`src/rtl/ex_mem.sv`:
```
// EX/MEM pipeline register: carries the EX result to MEM and parks the MADD/MSUB
// accumulator temporaries while EX is stalled.
module ex_mem #(
    parameter int unsigned REG_ADDR_W = 5,
    parameter int unsigned DATA_W     = 32,
    parameter int unsigned ALUOP_W    = 8
) (
    input  logic                  clk,
    input  logic                  rst,
    input  logic [5:0]            stall,
    input  logic                  flush,
    input  logic [REG_ADDR_W-1:0] ex_wd,
    input  logic                  ex_wreg,
    input  logic [DATA_W-1:0]     ex_wdata,
    input  logic                  ex_whilo,
    input  logic [DATA_W-1:0]     ex_hi,
    input  logic [DATA_W-1:0]     ex_lo,
    input  logic [ALUOP_W-1:0]    ex_aluop,
    input  logic [DATA_W-1:0]     ex_mem_addr,
    input  logic [DATA_W-1:0]     ex_reg2,
    input  logic [2*DATA_W-1:0]   hilo_i,
    input  logic [1:0]            cnt_i,
    output logic [REG_ADDR_W-1:0] mem_wd,
    output logic                  mem_wreg,
    output logic [DATA_W-1:0]     mem_wdata,
    output logic                  mem_whilo,
    output logic [DATA_W-1:0]     mem_hi,
    output logic [DATA_W-1:0]     mem_lo,
    output logic [ALUOP_W-1:0]    mem_aluop,
    output logic [DATA_W-1:0]     mem_mem_addr,
    output logic [DATA_W-1:0]     mem_reg2,
    output logic                  mem_valid,
    output logic [2*DATA_W-1:0]   hilo_o,
    output logic [1:0]            cnt_o
);

    logic kill;
    logic bubble;
    logic advance;
    logic unused_stall;

    assign kill         = !rst || flush;
    // EX held while MEM moves on: a bubble enters MEM. stall[3]=0,stall[4]=1 falls into advance.
    assign bubble       = stall[3] && !stall[4];
    assign advance      = !stall[3];
    assign unused_stall = ^{stall[5], stall[2:0]};

    always_ff @(posedge clk) begin
        if (kill || bubble) begin
            mem_wd       <= '0;
            mem_wreg     <= 1'b0;
            mem_wdata    <= '0;
            mem_whilo    <= 1'b0;
            mem_hi       <= '0;
            mem_lo       <= '0;
            mem_aluop    <= '0;
            mem_mem_addr <= '0;
            mem_reg2     <= '0;
            mem_valid    <= 1'b0;
        end else if (advance) begin
            mem_wd       <= ex_wd;
            mem_wreg     <= ex_wreg;
            mem_wdata    <= ex_wdata;
            mem_whilo    <= ex_whilo;
            mem_hi       <= ex_hi;
            mem_lo       <= ex_lo;
            mem_aluop    <= ex_aluop;
            mem_mem_addr <= ex_mem_addr;
            mem_reg2     <= ex_reg2;
            mem_valid    <= 1'b1;
        end

        // Temporaries live only across the stalled MADD/MSUB cycle.
        if (kill || advance) begin
            hilo_o <= '0;
            cnt_o  <= 2'd0;
        end else if (bubble) begin
            hilo_o <= hilo_i;
            cnt_o  <= cnt_i;
        end
    end

endmodule

```
`config.mk`:
```
export PLATFORM = sky130hd
export DESIGN_NAME = ex_mem
export DESIGN_NICKNAME = d
export VERILOG_FILES = /design/src/rtl/ex_mem.sv
export SDC_FILE = /design/constraint.sdc
export NUM_CORES = 1
export LEC_CHECK = 0
export ABC_AREA = 1
export CORE_AREA = 2 2 190 192
export DETAILED_ROUTE_END_ITERATION = 8
export DIE_AREA = 0 0 192 194
export GPL_TIMING_DRIVEN = 0
export PLACE_DENSITY = 0.67
export SLEW_MARGIN = 5
export SYNTH_ARGS = -nofsm -noshare
export SYNTH_HDL_FRONTEND = slang
export SYNTH_SLANG_ARGS = --single-unit
```
`constraint.sdc`:
```
create_clock -name clk -period 2.3 [get_ports clk]
set_clock_uncertainty 0.15 [all_clocks]
set_input_delay 0.46 -clock clk [delete_from_list [all_inputs] [get_ports clk]]
set_output_delay 0.46 -clock clk [all_outputs]
set_load 0.1 [all_outputs]
```
==> results.ini <==
[synth]
synthSimpleGateAreaFrac = 0.4242
synth_top_family_by_area = simple AND/OR/NAND/NOR gates
avgSynthCellArea_um2 = 7.188
synth-compound-area-share = 0
synth_area_um2 = 9818
muxShareOfSynthArea = 0
synth_cell_type_count = 15
synthXorXnorAreaFrac = 0
ys_seq_area_frac = 0.4934
synth_fa_ha_area_frac = 0
syn-num-nets = 1616
yosys_warnings = 0
synth_seq_cells = 242
syn_inst = 1366

[final_layout]
fillers = 3477
drive_gt1_frac = 0.1917
nets = 2131
syn_to_final_growth_pct = 67.13

[setup_path]
cp.arrival_ns = 1.52
crit_family = buffers and inverters
max_stage_delay_ns = 0.59
critPathRequiredTime_ns = 1.69
crit_chain = clkdlybuf4s15_2
cp-start-kind = flip-flop
critical_path.startpoint = mem_whilo
crit_path_max_fanout = 2
r2r-start = mem_whilo
worst_path_max_delay_cell = clkdlybuf4s15_2
critPathKind = reg2out
critPathCaptureType = output pin
r2r_slack_ns = 1.39
critPathBufInv = 1

[placed_design]
dpl.hpwl_um = 27710
gp_congestion = 0.8560
port_buffers = 486

[routing]
drt_iter0_drc = 314
vias = 9979
wire_per_inst_um = 15.16
dr.pass1.iters = 5
wl_um = 35800
drc = 0
ant_nets = 0
avgViaCountPerCell = 4.227

[power]
vdd_drop_max_v = 0.0005146
powerDensity_nw_per_um2 = 652.0
leakagePower_nw = 6.357

[clock_tree]
clockRootBuffer = clkbuf_16
cts.clk_slew.worst_paths_ns = 0.06
hold_buffers = 0
cts_sinks = 242
cts-resized-gates = 726
cts_max_path_buffers = 3
cts_buffers = 27
h-tree-depth = 1
cts_tree = built
cts_setup_buffers = 0
clk_latency_ns = 0.52

[run]
cap_violations = 0

[die]
die_w_um = 192
fp-row-count = 69
start_util = 0.2787
fp.dieH_um = 194
core_area_um2 = 35220
ios = 492
die-area_um2 = 37250

[timing]
fin_crit_sh = 0.9250
rsz0062_at_grt = false
hold_viol = 0
finalHoldWorstSlack_ns = 0.2803
max_freq_ghz = 0.4700
tightest_slew_ns = 0.6202
maxSlewViolCount = 0
post-route-min-period_ns = 2.127
finalSetupViolCount = 0
finalSetupTns_ns = 0
maxSlewHeadroom = 0.5885

[run_status]
status = finished clean

[grt]
grt_pass1_vias = 9875
overflow = 0
grt_start_max_net_pins = 14
antenna_found_initial = 0
grt_first_pass_wirelength_um = 54820
grt.total_usage = 0.1869

[min_path]
hp-start = stall[3]
hold_class = in2reg

## synth_stat cells
cell	count	area, um^2
buf_6	12	135.1
dfxtp_1	242	4845
nand3_1	66	330.3
clkinv_2	1	5.000
inv_1	67	251.5
nor2_2	1	6.260
buf_2	42	210.2
clkbuf_1	10	37.54
inv_2	1	3.750
and2_1	135	844.6
nand2_1	416	1562
buf_4	22	165.2
nand2_2	2	12.51
and2_0	40	250.2
nor2_1	309	1160
## layout make-up
class / instances / area [um^2] / share of cell area
buffer: 86 / 548.0 / 0.03340
timing repair buffer: 486 / 5167 / 0.3149
tap: 461 / 576.8 / 0.03515
clock inverter: 9 / 77.57 / 0.004727
sequential: 242 / 4845 / 0.2952
clock buffer: 38 / 767.0 / 0.04674
antenna: 1 / 2.502 / 0.0001525
inverter: 69 / 260.3 / 0.01586
multi-input combinational: 969 / 4165 / 0.2538
## cells in the final DEF, fill, tap and decap left out, drive strengths merged
cell,instances
dfxtp,242
bufinv,1
nand2,418
nand3,66
diode,1
clkdlybuf4s15,242
inv,70
clkdlybuf4s50,244
nor2,310
clkinv,7
clkbuf,48
and2,175
buf,76
## where the power goes
| group | total [W] | leakage, nW | switching, W | internal [W] |
|---|---|---|---|---|
| sequential | 0.00437 | 1.97 | 0.0000632 | 0.00431 |
| clock | 0.00418 | 0.422 | 0.00176 | 0.00242 |
| combinational | 0.00215 | 3.97 | 0.00137 | 0.000770 |
| total | 0.0107 | 6.36 | 0.00320 | 0.00750 |
## sequential cells by signal, indices dropped and copies added, names as in the netlist, 2 cells and up
name          flops
cnt_o             2
hilo_o           64
mem_aluop         8
mem_hi           32
mem_lo           32
mem_mem_addr     32
mem_reg2         32
mem_wd            5
mem_wdata        32
## per-stage QoR
| step | setup slack [ns] | power, W | std cells | utilization | instance area (um^2) |
|---|---|---|---|---|---|
| 2_1_floorplan | 0.7651 | 0.005810 | 1366 | - | 9818 |
| 3_3_place_gp | -0.05023 | 0.006633 | 2313 | 0.4332 | 15260 |
| 3_5_place_dp | -0.05639 | 0.006644 | 2313 | 0.4332 | 15260 |
| 4_1_cts | 0.1369 | 0.01082 | 2360 | 0.4658 | 16410 |
| 5_1_grt | 0.1144 | 0.01112 | 2360 | 0.4658 | 16410 |
| 6_report | 0.1725 | 0.01070 | 2361 | 0.4659 | 16410 |
## metal layers
layer,routed length [um],vias up,track usage,part of all wire
met3,2501,82,0.04633,0.070
met4,1389,0,0.06983,0.039
met5,0,-,0,0
met1,14820,4475,0.2229,0.41
li1,-,5087,-,-
met2,17080,335,0.3222,0.48
## worst paths after layout
kind,to,cells past startpoint
worst min register to register,mem_valid,2
worst min-delay path,hilo_o[1],4
worst max-delay path,mem_whilo,1
worst max register to register,mem_whilo,3
## cells by family (layout without fill, tap and decap cells)
logic type,count (synthesis),after routing
other cells,0,1
flops,242,242
buf+inv,155,688
simple gates,969,969
(Power assumes the default switching activity.)
